===== src/rtl/mult_seq_ctrl_if.sv =====
// Purpose : operand/result bundle between the EX stage and the shift-add multiplier.
// Ports   : start/is_signed/op_a/op_b (request side), busy/done/hi/lo (result side).
// Flow    : master issues start while the sequencer is idle; slave reports busy and pulses done.
interface mult_seq_ctrl_if #(
    parameter int WIDTH = 32
);
    logic             start;
    logic             is_signed;
    logic [WIDTH-1:0] op_a;
    logic [WIDTH-1:0] op_b;
    logic             busy;
    logic             done;
    logic [WIDTH-1:0] hi;
    logic [WIDTH-1:0] lo;

    // EX-stage side: issues operands, watches status and results
    modport master (
        output start, is_signed, op_a, op_b,
        input  busy, done, hi, lo
    );

    // Multiplier side
    modport slave (
        input  start, is_signed, op_a, op_b,
        output busy, done, hi, lo
    );
endinterface


===== src/rtl/mult_seq_ctrl.sv =====
// Purpose : MIPS MULT/MULTU shift-add multiplier sequencer; one adder reused WIDTH times.
// Latency : start at edge 0 -> done pulse in the cycle after edge WIDTH+2.
// Backpr. : no queueing; start is ignored unless idle, EX stage stalls on busy.
// Ports   : clk, reset (sync, active-high), bus (mult_seq_ctrl_if.slave).
module mult_seq_ctrl #(
    parameter int WIDTH = 32
) (
    input  logic            clk,
    input  logic            reset,
    mult_seq_ctrl_if.slave  bus
);
    localparam int CW = $clog2(WIDTH + 1);

    typedef enum logic [1:0] {
        S_IDLE = 2'd0,
        S_BUSY = 2'd1,
        S_FIX  = 2'd2,
        S_DONE = 2'd3
    } state_t;

    state_t           state_q;
    logic [WIDTH-1:0] mcand_q;
    logic [WIDTH-1:0] acc_hi_q;
    logic [WIDTH-1:0] lo_reg_q;
    logic [WIDTH-1:0] hi_q;
    logic [WIDTH-1:0] lo_q;
    logic [CW-1:0]    count_q;
    logic             neg_q;
    logic             busy_q;
    logic             done_q;

    logic [WIDTH:0]     sum_d;
    logic [2*WIDTH-1:0] neg_prod_d;
    logic [WIDTH-1:0]   abs_a_d;
    logic [WIDTH-1:0]   abs_b_d;
    logic               neg_d;

    always_comb begin
        // Magnitudes: negating the signed minimum yields 2^(W-1), which is
        // exactly right when read back as an unsigned W-bit value.
        abs_a_d    = (bus.is_signed && bus.op_a[WIDTH-1]) ? -bus.op_a : bus.op_a;
        abs_b_d    = (bus.is_signed && bus.op_b[WIDTH-1]) ? -bus.op_b : bus.op_b;
        neg_d      = bus.is_signed && (bus.op_a[WIDTH-1] ^ bus.op_b[WIDTH-1]);
        // One extra bit keeps the carry, which shifts into acc_hi's MSB.
        sum_d      = {1'b0, acc_hi_q} + (lo_reg_q[0] ? {1'b0, mcand_q} : '0);
        neg_prod_d = -{acc_hi_q, lo_reg_q};
    end

    always_ff @(posedge clk) begin
        if (reset) begin
            state_q  <= S_IDLE;
            mcand_q  <= '0;
            acc_hi_q <= '0;
            lo_reg_q <= '0;
            hi_q     <= '0;
            lo_q     <= '0;
            count_q  <= '0;
            neg_q    <= 1'b0;
            busy_q   <= 1'b0;
            done_q   <= 1'b0;
        end else begin
            case (state_q)
                S_IDLE: begin
                    if (bus.start) begin
                        mcand_q  <= abs_a_d;
                        lo_reg_q <= abs_b_d;
                        acc_hi_q <= '0;
                        neg_q    <= neg_d;
                        count_q  <= '0;
                        busy_q   <= 1'b1;
                        state_q  <= S_BUSY;
                    end
                end
                S_BUSY: begin
                    {acc_hi_q, lo_reg_q} <= {sum_d, lo_reg_q[WIDTH-1:1]};
                    count_q              <= count_q + CW'(1);
                    if (count_q == CW'(WIDTH - 1)) begin
                        state_q <= S_FIX;
                    end
                end
                S_FIX: begin
                    if (neg_q) begin
                        {acc_hi_q, lo_reg_q} <= neg_prod_d;
                    end
                    busy_q  <= 1'b0;
                    state_q <= S_DONE;
                end
                S_DONE: begin
                    // First DONE cycle publishes the result; the sequencer
                    // stays out of IDLE while done is high so a start seen
                    // alongside the done pulse is not taken.
                    if (!done_q) begin
                        done_q <= 1'b1;
                        hi_q   <= acc_hi_q;
                        lo_q   <= lo_reg_q;
                    end else begin
                        done_q  <= 1'b0;
                        state_q <= S_IDLE;
                    end
                end
                default: state_q <= S_IDLE;
            endcase
        end
    end

    assign bus.busy = busy_q;
    assign bus.done = done_q;
    assign bus.hi   = hi_q;
    assign bus.lo   = lo_q;
endmodule

===== src/flat_wrapper.sv =====
// flat-port wrapper written by rule: the top's interface ports become plain ports
module mult_seq_ctrl_flat 
#(
    parameter int WIDTH = 32
)
  (clk, reset, bus_start, bus_is_signed, bus_op_a, bus_op_b, bus_busy, bus_done, bus_hi, bus_lo);
  mult_seq_ctrl_if #(.WIDTH(WIDTH)) bus_i ();
  input  logic clk;
  input  logic reset;
  input wire logic [$bits(bus_i.start)-1:0] bus_start;
  input wire logic [$bits(bus_i.is_signed)-1:0] bus_is_signed;
  input wire logic [$bits(bus_i.op_a)-1:0] bus_op_a;
  input wire logic [$bits(bus_i.op_b)-1:0] bus_op_b;
  output wire logic [$bits(bus_i.busy)-1:0] bus_busy;
  output wire logic [$bits(bus_i.done)-1:0] bus_done;
  output wire logic [$bits(bus_i.hi)-1:0] bus_hi;
  output wire logic [$bits(bus_i.lo)-1:0] bus_lo;
  assign bus_i.start = bus_start;
  assign bus_i.is_signed = bus_is_signed;
  assign bus_i.op_a = bus_op_a;
  assign bus_i.op_b = bus_op_b;
  assign bus_busy = bus_i.busy;
  assign bus_done = bus_i.done;
  assign bus_hi = bus_i.hi;
  assign bus_lo = bus_i.lo;
  mult_seq_ctrl #(.WIDTH(WIDTH)) u_core (.clk(clk), .reset(reset), .bus(bus_i));
endmodule

===== config.mk =====
export PLATFORM = sky130hd
export DESIGN_NAME = mult_seq_ctrl_flat
export DESIGN_NICKNAME = d
export VERILOG_FILES = /design/src/rtl/mult_seq_ctrl_if.sv /design/src/rtl/mult_seq_ctrl.sv /design/src/flat_wrapper.sv
export SDC_FILE = /design/constraint.sdc
export NUM_CORES = 1
export LEC_CHECK = 0
export BUFFER_PORTS_ARGS = -buffer_cell sky130_fd_sc_hd__buf_2
export CORE_AREA = 2 2 225 172
export DETAILED_ROUTE_END_ITERATION = 8
export DIE_AREA = 0 0 227 174
export PLACE_DENSITY = 0.55
export SLEW_MARGIN = 30
export SYNTH_ARGS = -nofsm -noshare
export SYNTH_HDL_FRONTEND = slang
export SYNTH_SLANG_ARGS = --single-unit
export TNS_END_PERCENT = 10

===== constraint.sdc =====
create_clock -name clk -period 3.3 [get_ports clk]
set_clock_uncertainty 0.05 [all_clocks]
set_input_delay 0.33 -clock clk [delete_from_list [all_inputs] [get_ports clk]]
set_output_delay 0.33 -clock clk [all_outputs]
set_load 0.02 [all_outputs]

==> results.md, run 1 <==
* Outcome: completed
* Pleak at 5.152 nW
* Core region area at 0.03755 mm2
* Placed Area at 0.01267 mm2
* Layout Cells excl Fill at 2,161
* R2R Path Start: u_core.lo_reg_q[0]
* Hold Path Class: primary input to flip-flop
* PortBufs at 133
* Post-synthesis sequential area ratio at 0.3095
* Dpl hpwl at 28.76 mm
* Number of remaining DRC errors at 0
* Area Overhead vs Synth at 20.17%
* Setup violations, final at 0
* Worst-Margin Slew at 916.8 ps
* Most used flip-flop cell after synthesis: dfxtp_1
* Antenna Nets Post-Route at 0
* Layout Utilization at 0.3540
* Die H at 174 um
* WS Path Type: flip-flop to flip-flop
* CTS Buf Count at 17
* FF-to-FF path depth at 12
* Setup Buffers After CTS at 0
* Vias/cell at 5.313
* Switch Pwr at 4.054 mW
* Sink Count at 171
* Synth cell count leaders: nand2_1, a21oi_1, dfxtp_1
* Routed wl met3 at 2.884 mm
* Rel. slew slack at 0.3888
* Min Hold Slack at 52.28 ps
* Min-delay src: bus_op_b[27]
* Overflow after GRT at 0
* Setup TNS at 0 ps
* Tmin final at 3116 ps
* Critical Path AT at 3390 ps
* CP max stage delay at 570 ps
* Internal power at 5.039 mW
* Routed met2 length at 15.32 mm
* Fin crit share at 0.9441
* CP Capture Type: flip-flop
* Clock transition at path regs at 70 ps
* FF-to-FF setup slack at 180 ps
* Row count at 62
* Reg power frac at 0.308
* DRT met1 WL at 19.51 mm
* Buf/Inv on CP at 1
* Synth top area share at 0.3095
* Total track usage at 0.1934
* Largest net degree at the start of global routing at 102
* Combinational family with the most area after synthesis: compound AO/OA/AOI/OAI gates
* Number of global-route vias before repair at 10,671
* DP Cell Count at 2,129
* CTS tree: yes
* Reg-to-reg endpoint: u_core.acc_hi_q[28]
* Area contributors post-synth: dfxtp_1, nand2_1, a21oi_1, ha_1, nor2_1
* Critical path, cell by cell: buf_4 > and2_1 > ha_1 > a21oi_1 > o21ai_0 > a221o_1 > a21oi_1 > nor4_1 > or4_1 > a41oi_2 > xor2_1 > o21ai_0
* Slowest-stage cell, CP: or4_1
* Hold path endpoint: u_core.lo_reg_q[27]
* Net Sw Frac at 0.4459
* Share of cells above drive strength 1 at 0.1705
* Syn nets at 1,608
* Simple-gate portion of the synthesized area at 0.2573
* Flops & latches, synth at 171
* Iter 0 DRT Violations at 1,253
* Max_cap viols at 0
* Clock power share at 0.231
* Worst path top cell family by delay: compound AO/OA/AOI/OAI gates
* Nets at 1,745
* Starting density of the core at 0.2946
* Comb power frac at 0.461
* Yosys top cell by area: dfxtp_1
* Clock Tree Buf Depth at 2
* Avg Synthesized Cell Area at 7.379 um2
* Final Hold Fails at 0
* Synth Area in XOR/XNOR at 0.07126
* Maximum clock frequency at 321.0 MHz
* First-pass GRT wire length at 60.50 mm
* Max layer used: met5
* Initial antenna violation count at 2
* Crit path required time at 3580 ps
* Post-Syn Instances at 1,499
* Worst-path maximum fanout at 5
* Drt first pass iters at 5
* Unrepaired setup endpoints after global routing: false
* Async S/R FF share, synth at 0
* WP depth at 12
* Peak supply drop at 0.4162 mV
* Post-synthesis mux area share at 0.002715
* Cell area after synthesis at 0.01106 mm2
* Crit start category: flip-flop
* Final wirelength at 38.17 mm
* Max Slew Vio Count at 0
* Most numerous cell in the Yosys netlist: nand2_1
* Hold Buf Count CTS at 0
* Later-pin clock latency in the skew report at 460 ps
* Die area at 0.03950 mm2
* Pwr Density at 684.1 mW/mm2
* Post-synth EDFFs at 0
* # IOs at 134
* Post-synth cell types at 78
* Root buffer cell: clkbuf_16
* Compound-Gate Fraction of Synth Area at 0.2675
* Synth Area in Adders at 0.04705
* Final Instance Area at 0.01329 mm2
* Via count of the routed design at 11,482
* Synthesis Warnings at 0
* Die width at 227 um
* WL/cell at 17.66 um
* Hold Crit Depth at 2
* H-tree levels at 4
* Gpl congestion at 0.9085
==> worst max path at each step <==
stage | to | slack (ps) | start
after floorplan | u_core.acc_hi_q[28] | 4 | u_core.lo_reg_q[0]
after global placement | u_core.acc_hi_q[26] | 150 | u_core.lo_reg_q[0]
after detailed placement | u_core.acc_hi_q[26] | 20 | u_core.lo_reg_q[0]
after CTS | u_core.acc_hi_q[26] | 10 | u_core.lo_reg_q[0]
after global routing | u_core.lo_reg_q[30] | 5 | u_core.lo_reg_q[0]
final | u_core.acc_hi_q[28] | 180 | u_core.lo_reg_q[0]
==> flip-flops by register name, summed over array words and instances, names as in the netlist <==
| register | flops |
|---|---|
| u_core.bus.hi | 32 |
| u_core.bus.done | 1 |
| u_core.mcand_q | 32 |
| u_core.lo_reg_q | 32 |
| u_core.bus.busy | 1 |
| u_core.acc_hi_q | 32 |
| u_core.bus.lo | 32 |
| u_core.state_q | 2 |
| u_core.neg_q | 1 |
| u_core.count_q | 6 |
==> power by group through the flow <==
stage,registers [mW],clock network [mW],logic [mW]
floorplan,2.68,0,2.81
global placement,2.83,0,4.07
detailed placement,2.83,0,4.14
CTS,2.79,2.14,4.16
global route,2.85,2.24,4.66
finish,2.80,2.10,4.19
==> logic make-up (layout without fill, tap and decap cells) <==
group                      Yosys count  after routing
and+or+nand+nor                    597            597
xor gates and xnor gates            90             90
other                                0              1
buffers and inverters              129            278
muxes                                3              3
adders and majority gates           41             41
AOI/OAI and AO/OA                  468            468
DFF                                171            171
==> timing repair <==
action,CTS,global route
gates resized for setup,0,7
endpoints found under the setup margin,0,7
hold endpoints to repair,0,0
==> layout make-up <==
cell class,instances,area [um2]
Inverter,28,105.1
Sequential cell,171,3425
Antenna cell,1,2.502
Fill cell,4034,24250
Clock buffer,17,425.4
Clock inverter,14,161.4
Tap cell,512,640.6
Timing Repair Buffer,219,1339
Multi-Input combinational cell,1199,7194
==> layer usage <==
layer / up-vias / global-route usage
li1: 5697 / -
met2: 369 / 0.2641
met3: 33 / 0.04141
met4: 2 / 0.04521
met5: - / 0
met1: 5381 / 0.3017
==> stage by stage <==
step / power, mW / setup WS (ps)
after global routing: 9.740 / 4.990
after floorplan: 5.492 / 3.802
after CTS: 9.089 / 11.87
after detailed placement: 6.968 / 24.37
final: 9.093 / 184.5
after global placement: 6.899 / 151.3
==> layout by cell type (no fill, tap or decap), types with 5 or more instances in the layout <==
cell and count:
nand4_1 8, inv_6 5, nand2b_1 15, nor3_1 54
dfxtp_1 170, a21boi_0 5, nor2_1 123, buf_2 132
ha_1 39, clkbuf_16 17, and2_1 33, o21ai_0 91
or2_2 6, a31oi_1 11, or3_1 24, buf_4 85
or4_1 10, a2111oi_0 17, o31ai_1 14, o21bai_1 10
a32oi_1 9, a311oi_1 8, o22ai_1 7, a22oi_1 11
xnor2_1 44, a21oi_1 171, nor2b_1 11, a221oi_1 20
a21o_1 19, nand3_1 29, and3_1 7, nand2_1 236
xor2_1 46, o41ai_1 7, a211oi_1 31, inv_1 27
nor4_1 11
Power figures use the tool's default switching activity.
==> run 2, diff against run 1 <==
--- a/config.mk
+++ b/config.mk
@@ -6,10 +6,12 @@
 export NUM_CORES = 1
 export LEC_CHECK = 0
 export BUFFER_PORTS_ARGS = -buffer_cell sky130_fd_sc_hd__buf_2
+export CELL_PAD_IN_SITES_DETAIL_PLACEMENT = 0
+export CELL_PAD_IN_SITES_GLOBAL_PLACEMENT = 1
 export CORE_AREA = 2 2 225 172
 export DETAILED_ROUTE_END_ITERATION = 8
 export DIE_AREA = 0 0 227 174
-export PLACE_DENSITY = 0.55
+export PLACE_DENSITY = 0.68
 export SLEW_MARGIN = 30
 export SYNTH_ARGS = -nofsm -noshare
 export SYNTH_HDL_FRONTEND = slang
==> run 2 against run 1 <==
  * Critical path depth unchanged
  * Cell count unchanged
  * Critical path type unchanged
  * Largest power group unchanged
  * Sequential cell count is the same
  * Core utilization fell by 0.11 points
  * Global-route usage about the same
==> results.md, run 2 (synthesis gave the netlist of run 1 again) <==
* Die H at 174 um
* Switch Pwr at 4.086 mW
* Outcome: completed
* Final setup margin at 141.5 ps
* Via count of the routed design at 11,336
* Buf/Inv on CP at 1
* Tmin final at 3158 ps
* Vias/cell at 5.246
* Pwr Density at 675.3 mW/mm2
* Worst-Margin Slew at 833.7 ps
* Worst-path maximum fanout at 15
* Pleak at 5.125 nW
* Max_cap viols at 0
* Largest net degree at the start of global routing at 60
* CTS tree: yes
* Sink Count at 171
* Hold Path Class: primary input to flip-flop
* PortBufs at 133
* Comb power frac at 0.469
* Die area at 0.03950 mm2
* Row count at 62
* H-tree levels at 4
* Routed wl met3 at 2.824 mm
* Initial antenna violation count at 1
* Critical path, cell by cell: buf_12 > and2_1 > ha_1 > a21oi_1 > nand2_1 > a221o_1 > a21oi_2 > nor4_1 > or4_1 > a41oi_1 > xor2_1 > o21ai_0
* Hold Crit Depth at 2
* Max layer used: met4
* Unrepaired setup endpoints after global routing: true
* Final Hold Fails at 0
* Worst path top cell family by delay: compound AO/OA/AOI/OAI gates
* Root buffer cell: clkbuf_16
* Crit start category: flip-flop
* Internal power at 4.862 mW
* CP Capture Type: flip-flop
* Clock Tree Buf Depth at 2
* Routed met2 length at 15.33 mm
* Setup Buffers After CTS at 0
* Hold path endpoint: u_core.lo_reg_q[27]
* # IOs at 134
* Peak supply drop at 0.3829 mV
* First-pass GRT wire length at 60.04 mm
* Clock power share at 0.217
* Antenna Nets Post-Route at 0
* Slowest-stage cell, CP: or4_1
* Setup TNS at 0 ps
* Starting density of the core at 0.2946
* DRT met1 WL at 20.21 mm
* R2R Path Start: u_core.lo_reg_q[0]
* Rel. slew slack at 0.4430
* Area Overhead vs Synth at 19.79%
* Critical Path AT at 3400 ps
* Number of remaining DRC errors at 0
* Later-pin clock latency in the skew report at 450 ps
* Reg power frac at 0.314
* Overflow after GRT at 0
* Iter 0 DRT Violations at 1,051
* FF-to-FF setup slack at 140 ps
* Nets at 1,744
* Hold Buf Count CTS at 0
* Dpl hpwl at 29.03 mm
* Max Slew Vio Count at 0
* CTS Buf Count at 17
* Final wirelength at 38.74 mm
* WL/cell at 17.93 um
* Total track usage at 0.1932
* FF-to-FF path depth at 12
* Core region area at 0.03755 mm2
* Layout Utilization at 0.3529
* Commonest non-fill, non-tap cells in the layout: nand2_1, dfxtp_1, a21oi_1
* Clock transition at path regs at 70 ps
* Crit path required time at 3550 ps
* Maximum clock frequency at 316.6 MHz
* Die width at 227 um
* Commonest non-fill, non-tap cell in the layout: nand2_1
* Share of cells above drive strength 1 at 0.1687
* Place WS at 9.254 ps
* Drt first pass iters at 7
* CP max stage delay at 530 ps
* Number of global-route vias before repair at 10,520
* Net Sw Frac at 0.4567
* Fillers at 4,062
* Reg-to-reg endpoint: u_core.acc_hi_q[28]
* Gpl congestion at 0.8655
* Fin crit share at 0.9571
* Setup violations, final at 0
* WS Path Type: flip-flop to flip-flop
* Min-delay src: bus_op_b[27]
[run 2: changes by cell type in the layout (fill, tap and decap cells not counted), sizes merged]
cell    previous run  this run
bufinv             2         0
inv               33        32
clkinv             5         7
buf              219       218
clkbuf            17        19
[run 2: how the worst max path moves through the flow]
stage,startpoint,cells past startpoint,slack [ps],end
5_1_grt,u_core.lo_reg_q[0],13,-40,u_core.acc_hi_q[28]
3_5_place_dp,u_core.lo_reg_q[0],13,9,u_core.acc_hi_q[26]
4_1_cts,u_core.lo_reg_q[0],12,60,u_core.acc_hi_q[28]
2_1_floorplan,u_core.lo_reg_q[0],14,4,u_core.acc_hi_q[28]
3_3_place_gp,u_core.lo_reg_q[0],12,130,u_core.acc_hi_q[26]
6_report,u_core.lo_reg_q[0],12,140,u_core.acc_hi_q[28]
[run 2: timing repair]
| action | CTS | global route |
|---|---|---|
| resized for setup | 1 | 6 |
| hold endpoints to repair | 0 | 0 |
| setup endpoints to repair | 1 | 6 |
| cloned | 0 | 0 |
[run 2: area by class of cell]
type	instances	area [um2]	share of cell area
timing repair buffer	218	1331	0.1005
tap	512	640.6	0.04834
sequential	171	3423	0.2583
clock inverter	13	110.1	0.008309
multi-input combinational	1199	7206	0.5438
inverter	28	105.1	0.007931
antenna	1	2.502	0.0001888
clock buffer	19	432.9	0.03267
[run 2: power by group through the flow]
stage | clock [mW] | sequential, mW | combinational, mW
2_1_floorplan | 0 | 2.68 | 2.81
3_3_place_gp | 0 | 2.85 | 4.08
3_5_place_dp | 0 | 2.85 | 4.13
4_1_cts | 1.98 | 2.80 | 4.14
5_1_grt | 2.06 | 2.86 | 4.63
6_report | 1.94 | 2.81 | 4.20
[run 2: metrics by stage]
step / instances / area [um2] / power (mW) / hold slack, ps
finish: 2161 / 13250 / 8.948 / 60.06
global placement: 2128 / 12670 / 6.927 / 388.6
CTS: 2160 / 13210 / 8.926 / 36.57
floorplan: 1499 / 11060 / 5.492 / 376.8
global route: 2160 / 13250 / 9.549 / 38.90
detailed placement: 2128 / 12670 / 6.976 / 393.7
[run 2: per-layer routing]
layer	vias to the layer above	track usage
li1	5716	-
met1	5255	0.2978
met2	341	0.2615
met3	24	0.05510
met4	0	0.03813
met5	-	0
